`src/rtl/enigma_session_ctrl_if.sv`:
```
// enigma_session_ctrl_if: UART byte and cipher-core handshake bundle for the session sequencer
interface enigma_session_ctrl_if;
    logic [7:0] rx_data;
    logic       rx_valid;
    logic [7:0] tx_data;
    logic       tx_start;
    logic       tx_busy;
    logic       core_req;
    logic [4:0] core_char;
    logic       core_ack;
    logic [4:0] core_result;
    logic       banner_done;
    logic       overrun;
    modport master (
        input  rx_data, rx_valid, tx_busy, core_ack, core_result,
        output tx_data, tx_start, core_req, core_char, banner_done, overrun
    );
    modport slave (
        output rx_data, rx_valid, tx_busy, core_ack, core_result,
        input  tx_data, tx_start, core_req, core_char, banner_done, overrun
    );
endinterface

```
`src/rtl/enigma_session_ctrl.sv`:
```
// enigma_session_ctrl: startup banner, rx letter filtering, cipher core dispatch and tx of results
module enigma_session_ctrl #(
    parameter int STARTUP_CYCLES = 1200,
    parameter int BANNER_LEN     = 16
) (
    input logic                  clk,
    input logic                  rst,
    enigma_session_ctrl_if.master bus
);
    localparam int CW = $clog2(STARTUP_CYCLES + 1);
    localparam int IW = $clog2(BANNER_LEN);
    localparam logic [CW-1:0] LAST_CNT = CW'(STARTUP_CYCLES - 1);
    localparam logic [IW-1:0] LAST_IDX = IW'(BANNER_LEN - 1);
    localparam logic [7:0] ROM [16] = '{
        8'h45, 8'h4E, 8'h49, 8'h47, 8'h4D, 8'h41, 8'h20, 8'h49,
        8'h20, 8'h52, 8'h45, 8'h41, 8'h44, 8'h59, 8'h0D, 8'h0A
    };
    typedef enum logic [3:0] {
        STARTUP, B_SEND, B_GAP, B_WAIT, IDLE, C_REQ, T_SEND, T_GAP, T_WAIT
    } state_t;
    state_t        state;
    logic [CW-1:0] cnt;
    logic [IW-1:0] idx;
    logic          hold_full;
    logic [7:0]    hold_byte;
    logic          consume;
    logic          is_upper;
    logic          is_lower;
    assign consume  = (state == IDLE) && hold_full;
    assign is_upper = (hold_byte >= 8'h41) && (hold_byte <= 8'h5A);
    assign is_lower = (hold_byte >= 8'h61) && (hold_byte <= 8'h7A);
    // one-byte hold register; a byte arriving while it is full is lost and flagged
    always_ff @(posedge clk or posedge rst) begin
        if (rst) begin
            hold_full   <= 1'b0;
            hold_byte   <= 8'h00;
            bus.overrun <= 1'b0;
        end else if (bus.rx_valid) begin
            if (!hold_full || consume) begin
                hold_byte <= bus.rx_data;
                hold_full <= 1'b1;
            end else begin
                bus.overrun <= 1'b1;
            end
        end else if (consume) begin
            hold_full <= 1'b0;
        end
    end
    // session sequencer: startup wait, banner, then letter -> core -> tx loop
    always_ff @(posedge clk or posedge rst) begin
        if (rst) begin
            state           <= STARTUP;
            cnt             <= '0;
            idx             <= '0;
            bus.tx_data     <= 8'h00;
            bus.tx_start    <= 1'b0;
            bus.core_req    <= 1'b0;
            bus.core_char   <= 5'd0;
            bus.banner_done <= 1'b0;
        end else begin
            bus.tx_start <= 1'b0;
            case (state)
                STARTUP: begin
                    if (cnt == LAST_CNT) state <= B_SEND;
                    else cnt <= cnt + 1'b1;
                end
                B_SEND: begin
                    if (!bus.tx_busy) begin
                        bus.tx_data  <= ROM[idx];
                        bus.tx_start <= 1'b1;
                        state        <= B_GAP;
                    end
                end
                B_GAP: state <= B_WAIT;
                B_WAIT: begin
                    if (!bus.tx_busy) begin
                        if (idx == LAST_IDX) begin
                            bus.banner_done <= 1'b1;
                            state           <= IDLE;
                        end else begin
                            idx   <= idx + 1'b1;
                            state <= B_SEND;
                        end
                    end
                end
                IDLE: begin
                    if (hold_full && (is_upper || is_lower)) begin
                        bus.core_char <= is_upper ? 5'(hold_byte - 8'h41) : 5'(hold_byte - 8'h61);
                        bus.core_req  <= 1'b1;
                        state         <= C_REQ;
                    end
                end
                C_REQ: begin
                    if (bus.core_ack) begin
                        bus.core_req <= 1'b0;
                        bus.tx_data  <= {3'b000, bus.core_result} + 8'h41;
                        state        <= T_SEND;
                    end
                end
                T_SEND: begin
                    if (!bus.tx_busy) begin
                        bus.tx_start <= 1'b1;
                        state        <= T_GAP;
                    end
                end
                T_GAP: state <= T_WAIT;
                T_WAIT: begin
                    if (!bus.tx_busy) state <= IDLE;
                end
                default: state <= STARTUP;
            endcase
        end
    end
endmodule

```
`src/flat_wrapper.sv`:
```
// flat-port wrapper written by rule: the top's interface ports become plain ports
module enigma_session_ctrl_flat 
#(
    parameter int STARTUP_CYCLES = 1200,
    parameter int BANNER_LEN     = 16
)
  (clk, rst, bus_rx_data, bus_rx_valid, bus_tx_busy, bus_core_ack, bus_core_result, bus_tx_data, bus_tx_start, bus_core_req, bus_core_char, bus_banner_done, bus_overrun);
  enigma_session_ctrl_if bus_i ();
  input logic clk;
  input logic rst;
  input wire logic [$bits(bus_i.rx_data)-1:0] bus_rx_data;
  input wire logic [$bits(bus_i.rx_valid)-1:0] bus_rx_valid;
  input wire logic [$bits(bus_i.tx_busy)-1:0] bus_tx_busy;
  input wire logic [$bits(bus_i.core_ack)-1:0] bus_core_ack;
  input wire logic [$bits(bus_i.core_result)-1:0] bus_core_result;
  output wire logic [$bits(bus_i.tx_data)-1:0] bus_tx_data;
  output wire logic [$bits(bus_i.tx_start)-1:0] bus_tx_start;
  output wire logic [$bits(bus_i.core_req)-1:0] bus_core_req;
  output wire logic [$bits(bus_i.core_char)-1:0] bus_core_char;
  output wire logic [$bits(bus_i.banner_done)-1:0] bus_banner_done;
  output wire logic [$bits(bus_i.overrun)-1:0] bus_overrun;
  assign bus_i.rx_data = bus_rx_data;
  assign bus_i.rx_valid = bus_rx_valid;
  assign bus_i.tx_busy = bus_tx_busy;
  assign bus_i.core_ack = bus_core_ack;
  assign bus_i.core_result = bus_core_result;
  assign bus_tx_data = bus_i.tx_data;
  assign bus_tx_start = bus_i.tx_start;
  assign bus_core_req = bus_i.core_req;
  assign bus_core_char = bus_i.core_char;
  assign bus_banner_done = bus_i.banner_done;
  assign bus_overrun = bus_i.overrun;
  enigma_session_ctrl #(.STARTUP_CYCLES(STARTUP_CYCLES), .BANNER_LEN(BANNER_LEN)) u_core (.clk(clk), .rst(rst), .bus(bus_i));
endmodule
```
`config.mk`:
```
export PLATFORM = sky130hd
export DESIGN_NAME = enigma_session_ctrl_flat
export DESIGN_NICKNAME = d
export VERILOG_FILES = /design/src/rtl/enigma_session_ctrl_if.sv /design/src/rtl/enigma_session_ctrl.sv /design/src/flat_wrapper.sv
export SDC_FILE = /design/constraint.sdc
export NUM_CORES = 1
export LEC_CHECK = 0
export BUFFER_PORTS_ARGS = -buffer_cell sky130_fd_sc_hd__buf_4
export CAP_MARGIN = 20
export CORE_UTILIZATION = 61
export CTS_CLUSTER_DIAMETER = 30
export DETAILED_ROUTE_END_ITERATION = 10
export PLACE_DENSITY_LB_ADDON = 0.08
export SLEW_MARGIN = 5
export SYNTH_ARGS = -nofsm -noshare
export SYNTH_HDL_FRONTEND = slang
export SYNTH_SLANG_ARGS = --single-unit
```
`constraint.sdc`:
```
create_clock -name clk -period 4.6 [get_ports clk]
set_input_delay 0.92 -clock clk [delete_from_list [all_inputs] [get_ports clk]]
set_output_delay 0.92 -clock clk [all_outputs]
set_load 0.1 [all_outputs]
```
# ---- Word-level counts from Yosys, hierarchy flattened
# Memory sizes are Yosys's and may differ from the RTL's.
# Index checks and enable logic that the tools add are counted.
dict set report totals {
  memories 1
  output_inout_bits 17
  romBits 128
  inputBits 18
  reg_bits 45
  elab_cells 90
}
# memory depth word_bits read_ports rd_ports_with_merged_regs write_ports line_no
set mem_list {}
lappend mem_list {{(name not given)} 16 8 1 0 0 enigma_session_ctrl.sv:69} ;# bus.tx_data <= ROM[idx];
dict set report op_classes {
  n_reduce_logical 22
  n_mux 23
  order_cmp 5
  eq_ne 18
  bitwise 5
  n_addsub 5
}
# operator n
set op_table {}
lappend op_table {{case mux 4 bit (9 select lines)} 1}
lappend op_table {{2-to-1 mux 8 bit} 4}
lappend op_table {{2-to-1 mux 4 bit} 7}
lappend op_table {{== test 4 x 3 -> 1 bit (second input constant)} 4}
lappend op_table {{greater-or-equal comparator 8 x 7 -> 1 bit (second input constant)} 2}
lappend op_table {{less-or-equal comparator 8 x 7 -> 1 bit (second input constant)} 2}
lappend op_table {{case mux 8 bit (2 select lines)} 1}
lappend op_table {{inequality test 2 bit (second input constant)} 6}
lappend op_table {{AND reduction 3 bit} 4}
lappend op_table {{adder 11 x 1 -> 11 bit (second input constant)} 1}
lappend op_table {{== test 11 bit (second input constant)} 1}
lappend op_table {{AND reduction 2 bit} 5}
lappend op_table {{subtractor 5 x 1 -> 5 bit (second input constant)} 2}
lappend op_table {{adder 5 x 7 -> 8 bit (second input constant)} 1}
lappend op_table {{== test 4 x 2 -> 1 bit (second input constant)} 2}
lappend op_table {{== test 4 bit (second input constant)} 2}
lappend op_table {{2-to-1 mux 1 bit} 7}
lappend op_table {{AND reduction 7 bit} 1}
lappend op_table {{nonzero test 2 bit} 3}
lappend op_table {{greater-or-equal comparator 5 bit (second input constant)} 1}
lappend op_table {{2-to-1 mux 5 bit} 1}
lappend op_table {{NOT 4 -> 5 bit} 1}
lappend op_table {{adder 4 x 1 -> 4 bit (second input constant)} 1}
lappend op_table {{== test 4 x 1 -> 1 bit (second input constant)} 1}
lappend op_table {{other kinds (9)} 17}

# ---- Longest topological paths before layout
dict set report depth {
  depth_word 6
  mapped_depth 6
  mapped_depth_nobuf 6
}

# ---- Worst setup path before layout
# No wires, ideal clock.
dict set report synth_path {
  path_kind {register to register}
  from {register u_core.hold_byte[0]}
  to {register u_core.bus.core_char[0]}
  arrival_ns 1.960
  n_path_buf 0
  path_stages_with_launch 7
  path_slack_ns 2.514
  required_time_ns 4.474
  path_cell_list {dfrtp_1 inv_1 ha_1 or3b_2 or3_1 nand4b_2 mux2_2}
}
dict set report synth_between {
  elab_chain_len 5
  word_cells_on_any_way 12
}
# element line_no
set synth_lines {}
lappend synth_lines {{start, declared} enigma_session_ctrl.sv:25} ;# logic [7:0] hold_byte;
lappend synth_lines {{start signal, assigned} enigma_session_ctrl.sv:40} ;# hold_byte <= bus.rx_data;
lappend synth_lines {{greater-or-equal comparator 8 x 7 -> 1 bit, or another cell as far along} enigma_session_ctrl.sv:30} ;# assign is_upper = (hold_byte >= 8'h41) && (hold_byte <= 8'h5A);
lappend synth_lines {{logical AND 1 bit (on tied branches)} {enigma_session_ctrl.sv:30, enigma_session_ctrl.sv:31}}
lappend synth_lines {{logical OR 1 bit} enigma_session_ctrl.sv:87} ;# if (hold_full && (is_upper || is_lower)) begin
lappend synth_lines {{logical AND 1 bit} enigma_session_ctrl.sv:87}
lappend synth_lines {{AND reduction 2 bit (no source line)} -}
lappend synth_lines {{end signal, assigned} enigma_session_ctrl.sv:88} ;# bus.core_char <= is_upper ? 5'(hold_byte - 8'h41) : 5'(hold_byte - 8'h61);
lappend synth_lines {{end, declared} enigma_session_ctrl_if.sv:16} ;# output tx_data, tx_start, core_req, core_char, banner_done, overrun
# Several ways; a longest one is shown, not always the timed one.
# A chain may end at the register's enable or synchronous reset.

# ---- Final worst setup path
# Same ends and word-level chain as after synthesis.

==> results.md <==
### Clocking
* **number of H-tree levels** 2
* **maximum buffer depth of the clock tree** 2
* **post-CTS setup repair buffer count** 0
* **library cell used as clock root buffer** sky130_fd_sc_hd__clkbuf_8
* **CTS resizes** 0
* **clock edge transition at the registers on the reported setup and hold paths** 0.08 ns
* **total number of clock tree sinks** 44
* **Post-CTS Hold Fix Bufs** 0
* **clock insertion delay at the later pin of the skew report** 0.29 ns
* **number of buffers inserted during clock tree synthesis** 5
* **CTS tree** done

### Pwr
* **cell area power density** 689 mW/mm2
* **sequential share of power** 0.367
* **Peak VDD IR** 0.000468 V
* **total net switching power** 955 uW
* **Leak Pwr** 1.29 nW
* **Switching Share** 0.494
* **Internal Pwr Total** 978 uW
* **Clk pwr share** 0.115
* **logic gate share of total power** 0.517
* **Power Total** 1.93 mW

### Logic synthesis
* **average cell area after synthesis** 10.5 um2
* **synthesized flop and latch total** 44
* **number of enable flip-flop cells after synthesis** 0
* **share of the yosys chip area belonging to registers** 0.451
* **share of flip-flops with an asynchronous set or reset after synthesis** 1.00
* **leading register cell type out of synthesis** sky130_fd_sc_hd__dfrtp_1
* **Syn. warnings** 0
* **cell area after synthesis** 0.00244 mm2
* **count of mapped cells out of synthesis** 232
* **Syn Nets** 261
* **number of distinct standard cells referenced by the synthesized netlist** 49

### Critical path
* **library cell contributing the largest single delay on the critical path** sky130_fd_sc_hd__or3b_2
* **delay contributed by the slowest stage of the critical path** 0.47 ns
* **Required @ worst endpoint** 4.78 ns
* **type of element launching the critical path** register
* **category of the critical setup timing path** reg -> reg
* **CP top delay family** simple AND/OR/NAND/NOR gates
* **buffers and inverters on the worst path** 1
* **cell breakdown of the critical path** inv_1, ha_1, or3b_2, or3_1, nand4b_2, mux2_2
* **Worst EP arrival** 2.39 ns
* **type of element capturing the critical path** register
* **largest driver fanout on the critical path** 6

### Routing
* **DRC errors left** 0
* **DRT Pass-1 Iters** 4
* **overall routed net length** 4230 um
* **average wire length per cell after detail routing** 13.5 um
* **Iter 0 DRT Violations** 107
* **total number of vias** 1749
* **number of routed nets with antenna violations** 0
* **via/cell ratio** 5.59

### Place
* **weighted congestion at the end of routability-driven global placement** 0.823
* **number of port buffers** 33
* **post-detail-place hpwl** 3110 um

### Hold path
* **worst min-delay path class** reg -> reg

### Timing
* **fmax** 451 MHz
* **Pins Over Slew Limit** 0
* **Final setup viols** 0
* **setup repair after global routing missed its margin** false
* **portion of the clock cycle consumed by the worst path in the final layout** 0.482
* **Slew @ Worst Pin** 0.580 ns
* **Final Hold Vio Count** 0
* **Slew HR** 0.612
* **worst setup skew after layout** 0.00884 ns
* **clock period minus final worst setup slack** 2.22 ns
* **setup total negative slack** 0 ns

### Floorplanning
* **Die X-Extent** 65.3 um
* **Die Outline Area** 0.00426 mm2
* **boundary pin count** 35
* **standard-cell row count** 22
* **placeable core region** 0.00374 mm2
* **Die Span Y** 65.3 um
* **starting density of the core** 0.653

### GRT
* **met1 track demand over resource in global routing** 0.313
* **antenna violations before repair** 0
* **met3 Usage GRT** 0.0608
* **overflow left after global routing** 0
* **pin count of the biggest net entering global routing** 45
* **GR peak layer** met2
* **global routing met2 resource utilization** 0.356
* **gr usage total** 0.225
* **first-pass GRT wire length** 7470 um
* **via count of the first global-routing pass** 1646

### Final layout
* **relative area change from synthesis to final layout** 14.8%
* **number of nets in the layout** 294
* **count of filler cells inserted in the layout** 270
* **number of diodes added for antenna fixing** 0
* **fraction of layout instances using a drive strength above 1** 0.249

### Status
* **outcome** finished clean

### Run
* **number of maximum-capacitance violations** 0

## Yosys cell counts (2+ instances only)
cell	n	area, um2
sky130_fd_sc_hd__nor3_1	10	50.1
sky130_fd_sc_hd__a211o_1	2	17.5
sky130_fd_sc_hd__mux2i_1	4	40.0
sky130_fd_sc_hd__nand3_1	10	50.1
sky130_fd_sc_hd__mux2_2	15	169
sky130_fd_sc_hd__nor3b_1	2	15.0
sky130_fd_sc_hd__nand3b_1	2	15.0
sky130_fd_sc_hd__a21oi_1	4	20.0
sky130_fd_sc_hd__a21o_1	3	22.5
sky130_fd_sc_hd__xnor2_1	13	114
sky130_fd_sc_hd__nor4bb_1	2	20.0
sky130_fd_sc_hd__clkbuf_1	7	26.3
sky130_fd_sc_hd__inv_1	12	45.0
sky130_fd_sc_hd__dfrtp_1	44	1100
sky130_fd_sc_hd__o21ai_0	14	70.1
sky130_fd_sc_hd__or3_1	2	12.5
sky130_fd_sc_hd__ha_1	11	138
sky130_fd_sc_hd__nand4_1	3	18.8
sky130_fd_sc_hd__nor2b_1	3	18.8
sky130_fd_sc_hd__xor2_1	8	70.1
sky130_fd_sc_hd__nor2_1	9	33.8
sky130_fd_sc_hd__nand2b_1	3	18.8
sky130_fd_sc_hd__nand2_1	23	86.3
## state kept, by name, summed over array words and instances (netlist names)
signal and cells:
u_core.cnt 11, u_core.bus.tx_start 1, u_core.bus.core_req 1, u_core.bus.tx_data 7, u_core.bus.banner_done 1, u_core.bus.overrun 1, u_core.hold_full 1, u_core.bus.core_char 5
u_core.state 4, u_core.idx 4, u_core.hold_byte 8
## layer usage
layer / share of wire / wire length [um] / up-vias
li1: - / - / 882
met1: 0.50 / 2100 / 837
met2: 0.47 / 1980 / 28
met3: 0.033 / 139 / 2
met4: 0.0014 / 6 / 0
met5: 0 / 0 / -
## power groups by stage
stage	clock network (mW)	logic, mW	registers [mW]
finish	0.223	1.00	0.710
global route	0.245	1.08	0.732
CTS	0.230	1.01	0.708
detailed placement	0	1.00	0.716
global placement	0	0.986	0.712
floorplan	0	0.496	1.00
## area by class of cell
type / instances / area (um2) / share of cell area
clock buffers: 6 / 72.6 / 0.0259
clock inverters: 1 / 5.00 / 0.00178
inverters: 12 / 45.0 / 0.0161
multi-input cells: 167 / 1260 / 0.449
flip-flops and latches: 44 / 1100 / 0.393
well taps: 48 / 60.1 / 0.0214
repair buffers: 35 / 263 / 0.0937
## stage by stage
stage	cell area, um2	worst slack [ns]	cells	util	hold WS (ns)
4_1_cts	2810	2.38	313	0.749	0.479
5_1_grt	2810	2.24	313	0.749	0.506
3_3_place_gp	2730	2.45	306	0.729	0.457
2_1_floorplan	2440	2.51	232	-	0.441
3_5_place_dp	2730	2.38	306	0.729	0.463
6_report	2810	2.38	313	0.749	0.480
## kinds of logic (layout without fill, tap and decap cells)
group | after synthesis | in the layout | synth area share
simple gates | 78 | 78 | 0.180
flops | 44 | 44 | 0.451
compound gates | 36 | 36 | 0.108
xor+xnor | 21 | 21 | 0.0753
buf+inv | 21 | 54 | 0.0343
mux | 20 | 20 | 0.0947
fa+ha+maj | 11 | 11 | 0.0563
other cells | 1 | 1 | 0.00153
## cells in the final DEF (no fill, tap or decap), types with 3 or more instances in the layout
cell type / count
sky130_fd_sc_hd__a21o_1: 3
sky130_fd_sc_hd__a21oi_1: 4
sky130_fd_sc_hd__buf_4: 35
sky130_fd_sc_hd__clkbuf_8: 5
sky130_fd_sc_hd__dfrtp_1: 44
sky130_fd_sc_hd__ha_1: 11
sky130_fd_sc_hd__inv_1: 11
sky130_fd_sc_hd__mux2_2: 15
sky130_fd_sc_hd__mux2i_1: 4
sky130_fd_sc_hd__nand2_1: 23
sky130_fd_sc_hd__nand2b_1: 3
sky130_fd_sc_hd__nand3_1: 10
sky130_fd_sc_hd__nand4_1: 3
sky130_fd_sc_hd__nor2_1: 9
sky130_fd_sc_hd__nor2b_1: 3
sky130_fd_sc_hd__nor3_1: 10
sky130_fd_sc_hd__o21ai_0: 14
sky130_fd_sc_hd__xnor2_1: 13
sky130_fd_sc_hd__xor2_1: 8
## path summary, 6_finish.rpt
path	from	endpoint	slack [ns]	depth (start not counted)
worst max-delay path	u_core.hold_byte[0]$_DFFE_PP0P_	u_core.bus.core_char[0]$_DFFE_PP0P_	2.38	6
worst min-delay path	u_core.bus.overrun$_DFFE_PP0P_	u_core.bus.overrun$_DFFE_PP0P_	0.48	1
worst max register to register	u_core.hold_byte[0]$_DFFE_PP0P_	u_core.bus.core_char[0]$_DFFE_PP0P_	2.38	6
worst min register to register	u_core.bus.overrun$_DFFE_PP0P_	u_core.bus.overrun$_DFFE_PP0P_	0.48	1
max in group asynchronous	rst	u_core.idx[3]$_DFFE_PP0P_	3.47	3
min in group asynchronous	rst	u_core.state[2]$_DFFE_PP0P_	0.76	3
Note: power is estimated with default switching activity, not from simulation.
